**config.mk**
```make
export PLATFORM = sky130hd
export DESIGN_NAME = mux_req_bridge_rr
export DESIGN_NICKNAME = d
export VERILOG_FILES = /design/src/rtl/mux_req_bridge_pkg.sv /design/src/rtl/mux_req_bridge_rr_prio_pick.sv /design/src/rtl/mux_req_bridge_rr.sv
export SDC_FILE = /design/constraint.sdc
export NUM_CORES = 1
export LEC_CHECK = 0
export ABC_AREA = 1
export BUFFER_PORTS_ARGS = -buffer_cell sky130_fd_sc_hd__clkbuf_2
export CORE_AREA = 2 2 199 201
export DETAILED_ROUTE_END_ITERATION = 8
export DIE_AREA = 0 0 201 203
export PLACE_DENSITY = 0.43
export SYNTH_ARGS = -nofsm -noshare
export SYNTH_HDL_FRONTEND = slang
export SYNTH_SLANG_ARGS = --single-unit
```
**constraint.sdc**
```tcl
create_clock -name clk -period 6.45 [get_ports clk]
set_input_delay 0 -clock clk [delete_from_list [all_inputs] [get_ports clk]]
set_output_delay 0 -clock clk [all_outputs]
set_load 0.02 [all_outputs]
```
**src/rtl/mux_req_bridge_pkg.sv**
```systemverilog
// Shared types and helpers for the round-robin request bridge.
//   lock_state_e : arbitration mode (ARB = free round robin, LOCKED = bus held by one owner)
//   rr_next_idx  : (idx + 1) mod n, safe for any n >= 1 (no power-of-2 assumption)
package mux_req_bridge_pkg;

  typedef enum logic {
    ARB    = 1'b0,
    LOCKED = 1'b1
  } lock_state_e;

  // Successor index with explicit wrap so non-power-of-2 channel counts work.
  function automatic logic [31:0] rr_next_idx(input logic [31:0] idx, input logic [31:0] n);
    logic [31:0] nxt;
    nxt = idx + 32'd1;
    if (nxt >= n) begin
      nxt = 32'd0;
    end else begin
      nxt = nxt;
    end
    return nxt;
  endfunction

endpackage

```
**src/rtl/mux_req_bridge_rr_prio_pick.sv**
```systemverilog
// Rotating-priority picker: returns the first set bit of 'eligible' scanning
// ptr, ptr+1, ... with wrap modulo N_CH.
//   eligible : N_CH request vector
//   ptr      : highest-priority index this cycle
//   sel      : chosen index (ptr when nothing is eligible)
//   found    : at least one eligible bit was set
module rr_prio_pick #(
  parameter int N_CH = 4,
  localparam int CH_W = $clog2(N_CH)
) (
  input  logic [N_CH-1:0] eligible,
  input  logic [CH_W-1:0] ptr,
  output logic [CH_W-1:0] sel,
  output logic            found
);

  logic [CH_W:0]   idx_s;
  logic [CH_W-1:0] wrap_idx_s;

  // Priority scan starting at ptr; one extra bit on idx_s holds ptr+i before the wrap.
  always_comb begin
    sel        = ptr;
    found      = 1'b0;
    idx_s      = '0;
    wrap_idx_s = '0;
    for (int i = 0; i < N_CH; i++) begin
      idx_s = {1'b0, ptr} + (CH_W+1)'(i);
      if (idx_s >= (CH_W+1)'(N_CH)) begin
        idx_s = idx_s - (CH_W+1)'(N_CH);
      end else begin
        idx_s = idx_s;
      end
      wrap_idx_s = idx_s[CH_W-1:0];
      if (!found && eligible[wrap_idx_s]) begin
        found = 1'b1;
        sel   = wrap_idx_s;
      end else begin
        found = found;
      end
    end
  end

endmodule

```
**src/rtl/mux_req_bridge_rr.sv**
```systemverilog
// N-channel request multiplexer with round-robin arbitration and a lock mode.
// The request/grant/payload path is purely combinational; only the priority
// pointer, the lock FSM (state/owner) and the owner-idle counter are registered.
//   clk, rst_n                : clock, asynchronous active-low reset
//   data_req_i/data_lock_i    : per-channel request and lock-hold request
//   data_*_i                  : per-channel payload (addr, wen, wdata, wtag, be, ID, aux)
//   data_gnt_o                : per-channel grant, one-hot or zero
//   data_req_o, data_*_o      : merged request and selected payload toward the target
//   data_gnt_i                : target grant
//   data_sel_o                : index of the currently selected channel
module mux_req_bridge_rr
  import mux_req_bridge_pkg::*;
#(
  parameter int N_CH          = 4,
  parameter int ID_WIDTH      = 20,
  parameter int ADDR_WIDTH    = 32,
  parameter int DATA_WIDTH    = 32,
  parameter int AUX_WIDTH     = 6,
  parameter int BE_WIDTH      = DATA_WIDTH/8,
  parameter int TAG_WIDTH     = DATA_WIDTH/8,
  parameter int LOCK_IDLE_MAX = 16,
  localparam int CH_W         = $clog2(N_CH)
) (
  input  logic                                clk,
  input  logic                                rst_n,
  input  logic [N_CH-1:0]                     data_req_i,
  input  logic [N_CH-1:0]                     data_lock_i,
  input  logic [N_CH-1:0][ADDR_WIDTH-1:0]     data_add_i,
  input  logic [N_CH-1:0]                     data_wen_i,
  input  logic [N_CH-1:0][DATA_WIDTH-1:0]     data_wdata_i,
  input  logic [N_CH-1:0][TAG_WIDTH-1:0]      data_wtag_i,
  input  logic [N_CH-1:0][BE_WIDTH-1:0]       data_be_i,
  input  logic [N_CH-1:0][ID_WIDTH-1:0]       data_ID_i,
  input  logic [N_CH-1:0][AUX_WIDTH-1:0]      data_aux_i,
  output logic [N_CH-1:0]                     data_gnt_o,
  output logic                                data_req_o,
  output logic [ADDR_WIDTH-1:0]               data_add_o,
  output logic                                data_wen_o,
  output logic [DATA_WIDTH-1:0]               data_wdata_o,
  output logic [TAG_WIDTH-1:0]                data_wtag_o,
  output logic [BE_WIDTH-1:0]                 data_be_o,
  output logic [ID_WIDTH-1:0]                 data_ID_o,
  output logic [AUX_WIDTH-1:0]                data_aux_o,
  input  logic                                data_gnt_i,
  output logic [CH_W-1:0]                     data_sel_o
);

  localparam int IDLE_W = $clog2(LOCK_IDLE_MAX + 1);
  localparam logic [IDLE_W-1:0] IDLE_LAST = IDLE_W'(LOCK_IDLE_MAX - 1);

  lock_state_e       state_r, state_s;
  logic [CH_W-1:0]   owner_r, owner_s;
  logic [CH_W-1:0]   ptr_r, ptr_s;
  logic [IDLE_W-1:0] idle_r, idle_s;

  logic [N_CH-1:0]   eligible_s;
  logic [CH_W-1:0]   pick_sel_s, sel_s;
  logic              pick_found_s, found_s, accept_s;

  // Eligible set: everyone requesting in ARB, only the owner while LOCKED.
  always_comb begin
    eligible_s = '0;
    case (state_r)
      ARB:     eligible_s = data_req_i;
      LOCKED:  eligible_s[owner_r] = data_req_i[owner_r];
      default: eligible_s = '0;
    endcase
  end

  rr_prio_pick #(.N_CH(N_CH)) u_pick (
    .eligible (eligible_s),
    .ptr      (ptr_r),
    .sel      (pick_sel_s),
    .found    (pick_found_s)
  );

  // Selection: the locked owner always holds the mux, even while idle.
  always_comb begin
    sel_s   = ptr_r;
    found_s = 1'b0;
    case (state_r)
      ARB: begin
        sel_s   = pick_sel_s;
        found_s = pick_found_s;
      end
      LOCKED: begin
        sel_s   = owner_r;
        found_s = data_req_i[owner_r];
      end
      default: begin
        sel_s   = ptr_r;
        found_s = 1'b0;
      end
    endcase
  end

  assign data_req_o = found_s;
  assign accept_s   = found_s & data_gnt_i;
  assign data_sel_o = sel_s;

  // Grant fan-out; suppressed while rst_n is low so no transfer is acknowledged in reset.
  always_comb begin
    data_gnt_o = '0;
    if (rst_n && accept_s) begin
      data_gnt_o[sel_s] = 1'b1;
    end else begin
      data_gnt_o = '0;
    end
  end

  assign data_add_o   = data_add_i[sel_s];
  assign data_wen_o   = data_wen_i[sel_s];
  assign data_wdata_o = data_wdata_i[sel_s];
  assign data_wtag_o  = data_wtag_i[sel_s];
  assign data_be_o    = data_be_i[sel_s];
  assign data_ID_o    = data_ID_i[sel_s];
  assign data_aux_o   = data_aux_i[sel_s];

  // Lock FSM, pointer and idle-counter next-state logic.
  always_comb begin
    state_s = state_r;
    owner_s = owner_r;
    ptr_s   = ptr_r;
    idle_s  = idle_r;
    case (state_r)
      ARB: begin
        if (accept_s && data_lock_i[sel_s]) begin
          // Pointer stays put on lock entry; it advances past the owner on release.
          state_s = LOCKED;
          owner_s = sel_s;
          idle_s  = '0;
        end else if (accept_s) begin
          ptr_s = CH_W'(rr_next_idx(32'(sel_s), N_CH));
        end else begin
          state_s = ARB;
        end
      end
      LOCKED: begin
        if (data_req_i[owner_r]) begin
          // An owner request always beats a coinciding timeout.
          idle_s = '0;
          if (accept_s && !data_lock_i[owner_r]) begin
            state_s = ARB;
            ptr_s   = CH_W'(rr_next_idx(32'(owner_r), N_CH));
          end else begin
            state_s = LOCKED;
          end
        end else if (idle_r >= IDLE_LAST) begin
          state_s = ARB;
          ptr_s   = CH_W'(rr_next_idx(32'(owner_r), N_CH));
          idle_s  = '0;
        end else begin
          idle_s = idle_r + IDLE_W'(1);
        end
      end
      default: begin
        state_s = ARB;
        owner_s = '0;
        ptr_s   = '0;
        idle_s  = '0;
      end
    endcase
  end

  // Arbitration state registers.
  always_ff @(posedge clk or negedge rst_n) begin
    if (!rst_n) begin
      state_r <= ARB;
      owner_r <= '0;
      ptr_r   <= '0;
      idle_r  <= '0;
    end else begin
      state_r <= state_s;
      owner_r <= owner_s;
      ptr_r   <= ptr_s;
      idle_r  <= idle_s;
    end
  end

endmodule

```
==> results of run 1 <==
-- layout make-up --
type,count,area (um2)
Timing Repair Buffer,517,2620
Antenna cell,1,2.50
Tap cell,518,648
Inverter,20,80.1
Sequential cell,10,250
Clock buffer,3,75.1
Fill cell,4502,31500
Multi-Input combinational cell,640,3290
-- through the flow --
step,instances,util
6_report,1709,0.181
5_1_grt,1709,0.181
4_1_cts,1708,0.181
3_5_place_dp,1704,0.179
3_3_place_gp,1704,0.179
2_1_floorplan,739,-
-- worst max-delay path: cells and delay by family (launching register included) --
kind	cells	cell delay, ns
DFF	1	0.58
buffers and inverters	4	1.81
and+or+nand+nor	10	1.67
AOI/OAI and AO/OA	1	0.11
-- worst paths after layout --
kind / start / endpoint / slack [ns] / cells after the start
max reg2reg: state_r / ptr_r[1] / 2.28 / 16
min reg2reg: idle_r[1] / idle_r[1] / 0.50 / 2
max: state_r / data_wdata_o[4] / 1.95 / 15
min in group clk: data_lock_i[2] / owner_r[0] / 0.28 / 6
max in group asynchronous: rst_n / ptr_r[1] / 6.04 / 2
min: rst_n / idle_r[1] / 0.18 / 2
-- cell families (layout without fill, tap and decap cells) --
kind of cell | after synthesis | count (layout) | synth area share
simple gates | 418 | 418 | 0.430
other cells | 0 | 1 | 0
xor+xnor | 3 | 3 | 0.00663
fa+ha+maj | 10 | 10 | 0.0315
compound gates | 209 | 209 | 0.357
buf+inv | 89 | 540 | 0.111
flops | 10 | 10 | 0.0631
-- registers in the layout, indices dropped and copies added, names as in the netlist --
| register | count |
|---|---|
| idle_r | 5 |
| owner_r | 2 |
| ptr_r | 2 |
| state_r | 1 |
-- cells in the final DEF, fill, tap and decap left out, drive strengths merged --
cell	n
or2	2
nand3	31
inv	19
a32oi	99
diode	1
dfrtp	10
o21ai	7
a21oi	103
xor2	3
buf	4
ha	10
nor2	15
nand4	9
clkbuf	515
dlygate4sd3	1
clkinv	1
nand2	360
nor3	1
-- metal layers --
layer	share of wire	up-vias	wire [um]
li1	-	3507	-
met1	0.39	3118	9200
met2	0.51	357	12300
met3	0.075	29	1780
met4	0.027	0	654
met5	0	-	0
==> summary.md, run 1 <==
| Metric | Value |
|---|---|
| Status | finished, final reports clean |
| Gpl congestion | a little under 0.9 |
| Register area share after synthesis | 0.0631 |
| Hold Crit Class | in -> async |
| Slowest cell on the critical path | clkinv_4 |
| # nets final | 1609 |
| Layout cells sized above 1 | 0.454 |
| Final setup fails | 0 |
| Worst Skew | 0.00112 ns |
| Initial Util | 0.103 |
| GRT busiest layer | met2 |
| Mapped Cells | 739 |
| Hold Violations, Final | 0 |
| Crit-path most repeated cell | nand2_1 |
| Area leader, netlist | nand2_1 |
| Hold-fix buffers, CTS | 1 |
| Largest net degree at the start of global routing | 124 |
| Main area contributors after synthesis | nand2_1 34%, a32oi_1 22%, a21oi_1 13% |
| Vias | around 7000 |
| CTS Buf Count | 3 |
| Layout area overhead | 75.6% |
| Hold Slack | around 0.18 ns |
| Final HPWL DP | just under 20000 um |
| Slew Viols, Final | 0 |
| Gr usage total | 0.105 |
| Clock sinks | 10 |
| # H-tree levels | 1 |
| Crit path DAT | approximately 4.5 ns |
| Antenna Nets Post-Route | 0 |
| Yosys Warn Count | 0 |
| Max stage delay on crit path | 0.81 ns |
| Register bit total from synthesis | 10 |
| Die width | roughly 200 um |
| First-pass GRT wire length | approximately 35000 um |
| Drt first pass iters | 5 |
| Synth cell count leaders | 354 x nand2_1, 103 x a21oi_1, 99 x a32oi_1 |
| Clock root buffer | clkbuf_16 |
| Worst path required time | 6.45 ns |
| Post-CTS setup buffer count | 0 |
| Vias in the first global route | between 6000 and 7000 |
| Core area | 38500 um2 |
| Least-Margin Pin Slew | between 1 and 1.5 ns |
| Initial antenna violation count | 1 |
| Met2 usage | 0.193 |
| Setup TNS | 0 ns |
| GR Util met1 | 0.126 |
| Min Tclk post-route | between 4 and 5 ns |
| Most common cell in the netlist | nand2_1 |
| Final wirelength | between 20000 and 25000 um |
| Setup WS pre-CTS | 2.17 ns |
| Insertion delay to the later sink of the worst-skew pair | between 0.2 and 0.25 ns |
| Post-Syn Nets | between 1000 and 1500 |
| Startpoint types | register |
| Ports | ~510 |
| Post-CTS Resized | 0 |
| Post-route cell area | around 7000 um2 |
| Kind of end point of the critical path | output port |
| Final setup margin | slightly below 2 ns |
| Wire per inst | around 14 um |
| DRT iter0 DRCs | around 570 |
| Fmax | 0.222 GHz |
| Main synth FF type | dfrtp_1 |
| EDFF count, synth | 0 |
| Clock slew seen by the registers of the worst setup and hold paths | around 0.040 ns |
| Die area | a little over 40000 um2 |
| Via density | between 4 and 5 |
| Worst Path Max Fanout | 123 |
| Longest Clk Path Bufs | 2 |
| Tcrit/Tclk final | 0.698 |
| Placement Cell Area | about 6900 um2 |
| Synth Area per Inst | 5.37 um2 |
| Worst setup path category | reg -> out |
| Slew HR | 0.269 |
| Row count | 72 |
| DIE HEIGHT | around 200 um |
| Unrepaired setup endpoints after global routing | false |
| Top cell type's share of synthesized area | 0.335 |
| PortBufs | just over 500 |
| GR Overflow Total | 0 |
| Post-synthesis cell area | approximately 4000 um2 |
| Post-synth ARST share | 1.00 |
| Drt drc | 0 |
| Library cells used by synthesis | 26 |
| CTS tree | built |
| Met3 Use GR | 0.0125 |
| Worst-path cell chain | inv_1, nand2_1, nand3_1, nand3_1, nand2_2, nor2_4, nand4_1, nand2_1, nand2_2, nand2_8, clkinv_4, buf_12, nand2_1, a32oi_1, clkbuf_2 |
| MaxCap Viol Count | 0 |
Power of run 1 is not shown: default switching activity piles up to over one toggle a cycle in this logic, so the estimate is an artifact.
==> run 2, diff against run 1 <==
--- a/config.mk
+++ b/config.mk
@@ -10,7 +10,7 @@
 export CORE_AREA = 2 2 199 201
 export DETAILED_ROUTE_END_ITERATION = 8
 export DIE_AREA = 0 0 201 203
-export PLACE_DENSITY = 0.43
+export PLACE_DENSITY = 0.44
 export SYNTH_ARGS = -nofsm -noshare
 export SYNTH_HDL_FRONTEND = slang
 export SYNTH_SLANG_ARGS = --single-unit
==> constraint.sdc (replaced) <==
create_clock -name clk -period 4.1 [get_ports clk]
set_input_delay 0 -clock clk [delete_from_list [all_inputs] [get_ports clk]]
set_output_delay 0 -clock clk [all_outputs]
set_load 0.02 [all_outputs]
==> run 2 against run 1 <==
Effect of this change:
- worst hold slack worse by 0.013 ns
- final area increased by 2.1%
- register-to-register slack got worse by 1.6 ns
- sequential share of layout area down 0.075 points
- wire length fell by 0.51%
- utilization increased by 0.38 points
- non-clock buffer count up 11
- worst setup slack got worse by 1.5 ns
- cell count grew 0.70%
- highest routed layer is now met5
==> summary.md, run 2 (synthesis gave the netlist of run 1 again) <==
| Metric | Value |
|---|---|
| # nets final | approximately 1600 |
| PortBufs | about 500 |
| Tcrit/Tclk final | 0.892 |
| Critical path depth in cells | 16 |
| First-pass GRT wire length | about 36000 um |
| # H-tree levels | 1 |
| Clock root buffer | clkbuf_16 |
| DRT iter0 DRCs | approximately 540 |
| Drt first pass iters | 5 |
| Clock sinks | 10 |
| Die width | approximately 200 um |
| Layout area overhead | 79.3% |
| Final setup fails | 0 |
| Row count | 72 |
| Crit path DAT | between 3 and 4 ns |
| Worst path required time | between 4 and 5 ns |
| Crit-path most repeated cell | nand2_1 |
| Vias in the first global route | 6819 |
| Final HPWL DP | 19900 um |
| MaxCap Viol Count | 0 |
| Startpoint types | register |
| Status | finished, final reports clean |
| Layout cells sized above 1 | 0.459 |
| Initial Util | 0.103 |
| Min Tclk post-route | 3.66 ns |
| CTS Buf Count | 3 |
| Post-CTS setup buffer count | 0 |
| Initial antenna violation count | 4 |
| R2R depth | 17 |
| Longest Clk Path Bufs | 2 |
| Worst Skew | 0.00129 ns |
| Highest-count cells in the layout ignoring fill and taps | 512 x clkbuf_2, 353 x nand2_1, 103 x a21oi_1, 99 x a32oi_1, 24 x nand3_1 |
| CTS tree | built |
| Worst setup path category | reg -> out |
| Reg with most FFs | idle_r |
| Worst Path Max Fanout | 66 |
| Cell family with most CP delay | simple AND/OR/NAND/NOR gates |
| Slowest cell on the critical path | dfrtp_1 |
| Hold Violations, Final | 0 |
| Insertion delay to the later sink of the worst-skew pair | ~0.24 ns |
| Setup TNS | 0 ns |
| Worst-path cell chain | inv_1, nand2_1, nand3_1, nand3_1, nand2_2, nor2_4, nand3_2, nand2_1, nand2_1, nand2_2, nand2_8, clkinv_4, buf_12, nand2_1, a32oi_1, clkbuf_2 |
| Max reg flops | 5 |
| Largest net degree at the start of global routing | 88 |
| Unrepaired setup endpoints after global routing | false |
| Via density | ~4.1 |
| Drt drc | 0 |
| Commonest non-fill, non-tap cell in the layout | clkbuf_2 |
| Ports | ~510 |
| Max stage delay on crit path | between 0.5 and 0.6 ns |
| Die area | 40800 um2 |
| DIE HEIGHT | approximately 200 um |
| Crit path buf inv count | 4 |
| Wire per inst | 13.8 um |
| GR Overflow Total | 0 |
| Slew HR | 0.692 |
| Hold Crit Class | in -> async |
| Slew Viols, Final | 0 |
| Largest registers | idle_r: 5 flops, owner_r: 2 flops, ptr_r: 2 flops |
| Least-Margin Pin Slew | about 0.46 ns |
| Vias | between 6000 and 7000 |
| Antenna Nets Post-Route | 0 |
| Kind of end point of the critical path | output port |
| Gr usage total | 0.106 |
| Final wirelength | approximately 24000 um |
| Gpl congestion | ~0.9 |
| Clock slew seen by the registers of the worst setup and hold paths | ~0.040 ns |
| Core area | 38500 um2 |
| Fmax | about 0.27 GHz |
==> run 2: cell count changes in the layout (fill, tap and decap cells not counted), sizes merged <==
| cell | previous run | this run |
|---|---|---|
| buf | 4 | 15 |
| diode | 1 | 2 |
==> run 2: worst paths after layout <==
| kind | startpoint | end | slack, ns |
|---|---|---|---|
| min reg2reg | idle_r[1] | idle_r[1] | 0.50 |
| min | rst_n | idle_r[3] | 0.17 |
| min in group clk | data_lock_i[0] | owner_r[0] | 0.27 |
| max reg2reg | state_r | ptr_r[1] | 0.71 |
| max | state_r | data_ID_o[3] | 0.44 |
| max in group asynchronous | rst_n | owner_r[1] | 3.72 |
==> run 2: layout make-up <==
class                   instances  area, um2
fillers                      4490      31400
multi-input cells             640       3290
repair buffers                528       2760
well taps                     518        648
flip-flops and latches         10        250
inverters                      20       80.1
clock buffers                   3       75.1
diodes                          2       5.00
==> run 2: stage by stage <==
stage          hold WS, ns  setup WS, ns  area, um2  std cells   util
2_1_floorplan       -0.296          1.50       3970        739      -
3_3_place_gp        -0.106         0.712       7020       1715  0.183
3_5_place_dp        -0.109         0.683       7020       1715  0.183
4_1_cts              0.178         0.440       7110       1719  0.185
5_1_grt              0.217        0.0244       7110       1721  0.185
6_report             0.171         0.444       7110       1721  0.185
==> run 2: timing repair <==
action,4_1_cts,5_1_grt
hold buffers,1,0
hold endpoints to repair,10,0
gates resized for setup,0,0
==> run 2: metal layers <==
layer	up-vias	track usage	part of all wire
met5	-	0	0.00055
met4	2	0.0320	0.029
met3	40	0.0260	0.095
met2	359	0.184	0.47
met1	3062	0.130	0.40
li1	3529	-	-
Power of run 2 is left out for the same reason.
